===== src/rtl/fetch.sv =====
// Instruction fetch stage: one outstanding request to instruction memory, delayed-branch
// redirect, exception flush with response cancel, and misaligned-fetch (AdEL) reporting.
module fetch #(
  parameter logic [31:0] RESET_PC = 32'hBFC00000
) (
  input  logic        clk,
  input  logic        resetn,
  input  logic        stall,
  input  logic        flush,
  input  logic [31:0] flush_addr,
  input  logic        branch,
  input  logic [31:0] branch_addr,
  output logic        inst_req,
  output logic [31:0] inst_addr,
  input  logic        inst_addr_ok,
  input  logic        inst_data_ok,
  input  logic [31:0] inst_rdata,
  output logic [31:0] pc,
  output logic [31:0] inst,
  output logic        valid,
  output logic        adel
);

  typedef enum logic [1:0] {StReq, StWait, StHold} state_e;

  state_e      state_q, state_d;
  logic [31:0] fetch_pc_q, fetch_pc_d;
  logic [31:0] req_pc_q, req_pc_d;
  logic [31:0] redir_addr_q, redir_addr_d;
  logic        redir_pend_q, redir_pend_d;
  logic        cancel_q, cancel_d;
  logic [31:0] pc_q, pc_d;
  logic [31:0] inst_q, inst_d;
  logic        valid_q, valid_d;
  logic        adel_q, adel_d;

  logic        misaligned;
  logic        out_busy;
  logic        accept;
  logic        branch_take;
  logic [31:0] next_pc;

  assign misaligned  = fetch_pc_q[1:0] != 2'b00;
  // A live instruction that ID has not yet taken blocks any new request.
  assign out_busy    = valid_q & stall;
  assign accept      = inst_req & inst_addr_ok;
  assign branch_take = branch & valid_q & ~stall & ~adel_q & ~flush;
  assign next_pc     = redir_pend_q ? redir_addr_q : fetch_pc_q + 32'd4;

  always_ff @(posedge clk or negedge resetn) begin
    if (!resetn) begin
      state_q <= StReq;
    end else begin
      state_q <= state_d;
    end
  end

  always_comb begin
    state_d = state_q;
    unique case (state_q)
      StReq: begin
        if (flush) begin
          if (accept) state_d = StWait;
        end else if (misaligned) begin
          if (!out_busy) state_d = StHold;
        end else if (accept) begin
          state_d = StWait;
        end
      end
      StWait: begin
        if (inst_data_ok) begin
          state_d = (flush || cancel_q || !stall) ? StReq : StHold;
        end
      end
      StHold: begin
        // An AdEL presentation is only left through a flush.
        if (flush || (!adel_q && !stall)) state_d = StReq;
      end
      default: state_d = StReq;
    endcase
  end

  always_ff @(posedge clk or negedge resetn) begin
    if (!resetn) begin
      fetch_pc_q   <= RESET_PC;
      req_pc_q     <= 32'h0;
      redir_addr_q <= 32'h0;
      redir_pend_q <= 1'b0;
      cancel_q     <= 1'b0;
      pc_q         <= 32'h0;
      inst_q       <= 32'h0;
      valid_q      <= 1'b0;
      adel_q       <= 1'b0;
    end else begin
      fetch_pc_q   <= fetch_pc_d;
      req_pc_q     <= req_pc_d;
      redir_addr_q <= redir_addr_d;
      redir_pend_q <= redir_pend_d;
      cancel_q     <= cancel_d;
      pc_q         <= pc_d;
      inst_q       <= inst_d;
      valid_q      <= valid_d;
      adel_q       <= adel_d;
    end
  end

  always_comb begin
    fetch_pc_d   = fetch_pc_q;
    req_pc_d     = req_pc_q;
    redir_addr_d = redir_addr_q;
    redir_pend_d = redir_pend_q;
    cancel_d     = cancel_q;
    pc_d         = pc_q;
    inst_d       = inst_q;
    valid_d      = valid_q;
    adel_d       = adel_q;

    if (valid_q && !stall && !adel_q) valid_d = 1'b0;
    if (accept) req_pc_d = fetch_pc_q;

    if (flush) begin
      fetch_pc_d   = flush_addr;
      redir_pend_d = 1'b0;
      valid_d      = 1'b0;
      adel_d       = 1'b0;
      // A request already in flight must have its response swallowed.
      cancel_d     = ((state_q == StReq) && accept) || ((state_q == StWait) && !inst_data_ok);
    end else begin
      unique case (state_q)
        StReq: begin
          if (misaligned) begin
            if (!out_busy) begin
              pc_d    = fetch_pc_q;
              inst_d  = 32'h0;
              valid_d = 1'b1;
              adel_d  = 1'b1;
            end
          end else if (accept) begin
            fetch_pc_d   = next_pc;
            redir_pend_d = 1'b0;
          end
        end
        StWait: begin
          if (inst_data_ok) begin
            if (cancel_q) begin
              cancel_d = 1'b0;
            end else begin
              pc_d    = req_pc_q;
              inst_d  = inst_rdata;
              valid_d = 1'b1;
              adel_d  = 1'b0;
            end
          end
        end
        default: ;
      endcase

      // Delay slot already accepted: redirect now; otherwise park the target.
      if (branch_take) begin
        if ((state_q == StWait) || accept) begin
          fetch_pc_d   = branch_addr;
          redir_pend_d = 1'b0;
        end else begin
          redir_pend_d = 1'b1;
          redir_addr_d = branch_addr;
        end
      end
    end
  end

  always_comb begin
    inst_req  = resetn && (state_q == StReq) && !misaligned && !out_busy;
    inst_addr = fetch_pc_q;
    pc        = pc_q;
    inst      = inst_q;
    valid     = valid_q;
    adel      = adel_q;
  end

endmodule


===== config.mk =====
export PLATFORM = sky130hd
export DESIGN_NAME = fetch
export DESIGN_NICKNAME = d
export VERILOG_FILES = /design/src/rtl/fetch.sv
export SDC_FILE = /design/constraint.sdc
export NUM_CORES = 1
export LEC_CHECK = 0
export ABC_CLOCK_PERIOD_IN_PS = 5190
export CAP_MARGIN = 25
export CORE_MARGIN = 8
export CORE_UTILIZATION = 45
export DETAILED_ROUTE_END_ITERATION = 8
export PLACE_DENSITY = 0.74
export SETUP_SLACK_MARGIN = 0.1
export SLEW_MARGIN = 10
export SYNTH_ARGS = -nofsm -noshare
export SYNTH_HDL_FRONTEND = slang
export SYNTH_SLANG_ARGS = --single-unit

===== constraint.sdc =====
create_clock -name clk -period 5.19 [get_ports clk]
set_input_delay 0.7785 -clock clk [delete_from_list [all_inputs] [get_ports clk]]
set_output_delay 0.7785 -clock clk [all_outputs]
set_load 0.005 [all_outputs]

======== Word level (Yosys, flattened, before mapping) ========
Index checks and enable logic that the tools add are counted.
word-level totals
  register bits ........................... 166
  latch bits .............................. 0
  RAM bits ................................ 0
  memory bits (read-only) ................. 0
  output and inout bits ................... 99
  logic and storage cells ................. 113
  memories ................................ 0
operators by class
  $add $sub $neg .......................... 1
  multipliers ............................. 0
  divide/modulo/power cells ............... 0
  $lt $le $gt $ge ......................... 0
  equal/unequal tests ..................... 13
  shift operators ......................... 0
  mux-type cells .......................... 47
  bitwise logic cells ..................... 10
  reduce and logical (&&, ||, !) cells .... 32
operators with widths
  cell                     count
  $mux W32                 15
  $pmux W32 S2             2
  $add A32 B3 Y32 const B  1
  $mux W1                  20
  $mux W2                  7
  $ne A3 B3 Y1 const B     4
  $ne A2 B2 Y1 const B     5
  $reduce_and A3 Y1        3
  $reduce_bool A3 Y1       3
  $logic_and A1 B1 Y1      8
  $reduce_bool A2 Y1       4
  $and A1 B1 Y1            6
  $pmux W2 S3              1
  $reduce_and A6 Y1        1
  $logic_not A1 Y1         5
  $logic_or A1 B1 Y1       5
  $reduce_and A5 Y1        1
  $ne A4 B4 Y1 const B     1
  $not A1 Y1               4
  $pmux W1 S2              2
  $ne A3 B2 Y1 const B     1
  $eq A2 B1 Y1 const B     1
  $eq A2 B2 Y1 const B     1
  $logic_not A2 Y1         1
  $reduce_and A2 Y1        1

======== Depth between registers and ports, before layout ========
  depth after elaboration ................. 11
  depth in mapped cells ................... 9

======== Worst setup path before layout ========
Ideal clock, no wire load.
  path kind ............................... input to register
  start ................................... in resetn
  end ..................................... reg redir_addr_q[11]
  data arrival time ....................... 2.225 ns
  required time ........................... 5.065 ns
  path slack .............................. 2.841 ns
  stages on the path ...................... 6
  path buffers ............................ 2
  cell sequence ........................... nor2b_1 > and4_1 > buf_6 > nor4_4 > buf_6 > mux2_2
between the ends
  longest elaborated chain between the ends .. 7
RTL lines
  element                             RTL line  RTL
  start: declaration                  7         input logic resetn,
  $logic_and A1 B1 Y1 (3 in series)   172       inst_req = resetn && (state_q == StReq) && !misaligned && !out_busy;
  $and A1 B1 Y1                       46        assign accept = inst_req & inst_addr_ok;
  $logic_or A1 B1 Y1                  160       if ((state_q == StWait) || accept) begin
  $not A1 Y1 (no source line)         --
  $reduce_and A3 Y1 (no source line)  --
  end signal: assignment              97        redir_addr_q <= redir_addr_d;
  end: declaration                    29        logic [31:0] redir_addr_q, redir_addr_d;
No other way between the ends.
A chain may end at the register's enable or synchronous reset.

======== Final worst setup path ========
  start ................................... in stall
  end ..................................... reg fetch_pc_q[17], in the netlist inst_addr[17]
between the ends
  longest elaborated chain between the ends .. 10
  elaborated cells between the ends (all ways) .. 15
  those cells by class .................... mux (6); bitwise (6); reduce/logical (3)
RTL lines
  element                 RTL line  RTL
  start: declaration      8         input logic stall,
  $and A1 B1 Y1           45        assign out_busy = valid_q & stall;
  $logic_not A1 Y1        172
  $logic_and A1 B1 Y1     172
  $and A1 B1 Y1           46
  $mux W32                138       end else if (accept) begin
  $mux W32                131       if (misaligned) begin
  $mux W32                129       unique case (state_q)
  $mux W32                160
  $mux W32 *              159       if (branch_take) begin
  $mux W32 *              121       if (flush) begin
  net fetch_pc_d[17]      27        logic [31:0] fetch_pc_q, fetch_pc_d;
  end signal: assignment  95        fetch_pc_q <= fetch_pc_d;
  end: declaration        27
The timed path passes the listed nets; every way through them passes the cells marked *.

==> reports/metrics.yaml <==
die:
  initial_utilization: 0.456
  dieArea_sq_um: 22700
  die_y_um: 151
  io_pins: 202
  die_x_um: 151
  rows: 49
  core_area_sq_um: 17900
run:
  drv_cap: 0
pwr:
  p_leak_nw: 4.73
  swShare: 0.284
  powerDensity_nw_per_um2: 398
  comb_power_share: 0.240
  p_int_mw: 3.12
  p_sw_mw: 1.23
  peakVddDrop_uv: 256
  p_clk_frac: 0.318
  p_seq_frac: 0.441
  total_power_mw: 4.35
synthesis:
  ys_ff_latch: 166
  async_reset_ff_frac: 1.00
  synth_top_area_frac: 0.481
  synth_cells: 892
  synth_flop_cell: "dfrtp_1"
  ys_seq_area_frac: 0.510
  synth_area_per_cell_sq_um: 9.15
  yosysMostFrequentCell: "nand2_1"
  synth_warnings: 0
  synth_area_leaders: "dfrtp_1 48%, nand2_1 10%, o21ai_0 7.0%, mux2i_1 4.0%, mux2_2 3.7%"
  synthTopCellsByCount: "227 x nand2_1, 157 x dfrtp_1, 115 x o21ai_0"
  yosysUniqueCellTypes: 55
  synth_edf_count: 0
  yosys.area.top_type: "dfrtp_1"
  netlist_area_sq_um: 8170
  syn-num-nets: 996
sta:
  max_freq_ghz: 0.320
  final_hold_viol_count: 0
  worst_pin_slew_ns: 0.997
  rsz0062_at_grt: "no"
  post-route-period-util: 0.601
  fin_skew_ns: 0.00753
  slew_headroom: 0.334
  finalMaxSlewViolations: 0
  finalWorstSetupSlack_ns: 2.07
  setup_viol: 0
  fin_setup_tns_ns: 0
  holdWs_ns: 0.251
  layout_min_cycle_time_ns: 3.12
global_route:
  grt_pass1_vias: 7086
  grt-ovfl-total: 0
  grt_max_degree: 129
  grt_pass1_wl_mm: 38.5
  antenna_found_initial: 0
  track_usage: 0.214
setup_path:
  startpoint: "stall"
  timing_worst_setup_path_type: "input pin to flip-flop"
  cp-start-kind: "input pin"
  slowest_delay_ns: 0.57
  required_ns: 5.52
  cp_common_cell: "buf_4"
  cp_slowest_cell: "nor2_1"
  cp_top_family: "buffers and inverters"
  crit_path_cell_trace: "clkdlybuf4s50_1 -> a21oi_1 -> nand4_1 -> buf_4 -> a21oi_2 -> buf_4 -> nor2_1 -> o21ai_0 -> o221ai_1"
  r2r_start: "state_q[1]"
  endpoint_kind: "flip-flop"
  path_buf_inv: 3
  critical_path_arrival_ns: 3.45
  crit_fanout: 54
drt:
  drt_iter0_drc: 628
  via_per_inst: 5.58
  drtAntennaViolNets: 0
  wl_per_cell_um: 18.5
  remaining_drc_errors: 0
  routed_wl_mm: 23.9
  vias: 7220
  firstDrtPassIters: 5
run_status:
  status: "finished clean"
placement:
  dp_worst_setup_slack_ns: 1.65
  place_congestion: 0.879
  place_inst: 1261
  hpwlAfterDp_mm: 16.8
  numPortBuffers: 201
clock_tree:
  cts_resized: 0
  cts_setup_buffers: 0
  cts_sinks: 166
  clk_pin_slew_ns: 0.06
  cts_root_buffer: "clkbuf_16"
  cts_buffers: 17
  clk_latency_ns: 0.42
  htreeDepth: 4
  cts_buffer_depth: 2
  cts_tree: "done"
  cts_hold_buf: 0
final_layout:
  layout.nets: 1157
  fin_cells: 1295
  areaGrowthSynthToFinish_pct: 33.8
  drive_gt1_frac: 0.0854
  n_antenna_cell: 0
worst_hold_path:
  holdCritPathClass: "input pin to asynchronous set/reset pin"
-- cells in the final DEF (no fill, tap or decap), drive strengths merged, types with 15 or more instances in the layout --
cell	netlist	layout
nand2	227	227
clkdlybuf4s50	0	199
mux2	28	28
nor2	32	32
a21oi	44	44
mux2i	33	33
dfrtp	157	157
buf	28	15
clkbuf	44	20
o21ai	115	115
-- flip-flops by register name, indices dropped and copies added (netlist names) --
name and flops:
req_pc_q 32, inst_addr 32, inst 32, valid 1
cancel_q 1, redir_addr_q 32, state_q 2, adel 1
pc 32, redir_pend_q 1
-- kinds of logic (layout without fill, tap and decap cells) --
| group | after synthesis | in the layout | share of synthesized area |
|---|---|---|---|
| adder cells (fa/ha/maj) | 1 | 1 | 0.00153 |
| XOR/XNOR | 7 | 7 | 0.00751 |
| multiplexers | 61 | 61 | 0.0791 |
| flip-flops | 166 | 166 | 0.510 |
| AO/OA/AOI/OAI | 227 | 227 | 0.166 |
| AND/OR/NAND/NOR | 344 | 344 | 0.189 |
| buffers and inverters | 86 | 260 | 0.0466 |
-- through the flow --
stage	cell area (sq um)	util
after floorplan	8170	-
after global placement	10200	0.572
after detailed placement	10200	0.572
after CTS	10900	0.608
after global routing	10900	0.610
final	10900	0.610
-- layer usage --
layer	up-vias	track usage	wire [um]
met5	-	0	0
met4	0	0.0673	346
met3	31	0.0439	1960
met2	305	0.324	10700
met1	3449	0.302	10900
li1	3435	-	-
-- cell type report --
cell class,count,area (sq um)
Tap cell,229,287
Multi-Input combinational cell,640,3640
Fill cell,1562,6980
Sequential cell,166,4170
Clock buffer,20,447
Inverter,14,52.6
Clock inverter,12,200
Timing Repair Buffer,214,2130
-- final timing paths --
path | to | cells past startpoint | slack (ns)
setup / recovery | inst_addr[17] | 9 | 2.07
min in group clk | pc[0] | 2 | 0.48
hold reg to reg | pc[0] | 2 | 0.48
setup reg to reg | inst_addr[17] | 8 | 2.47
hold / removal | inst[4] | 1 | 0.25
max in group asynchronous | inst_addr[22] | 3 | 3.79
-- power by group through the flow --
stage	clock network, mW	logic [mW]	registers [mW]
after detailed placement	0	1.05	1.94
after global routing	1.46	1.17	1.96
final	1.39	1.04	1.92
after CTS	1.41	1.05	1.92
after global placement	0	1.02	1.92
after floorplan	0	0.498	1.87
No activity file was read; power rests on OpenSTA's default activity.
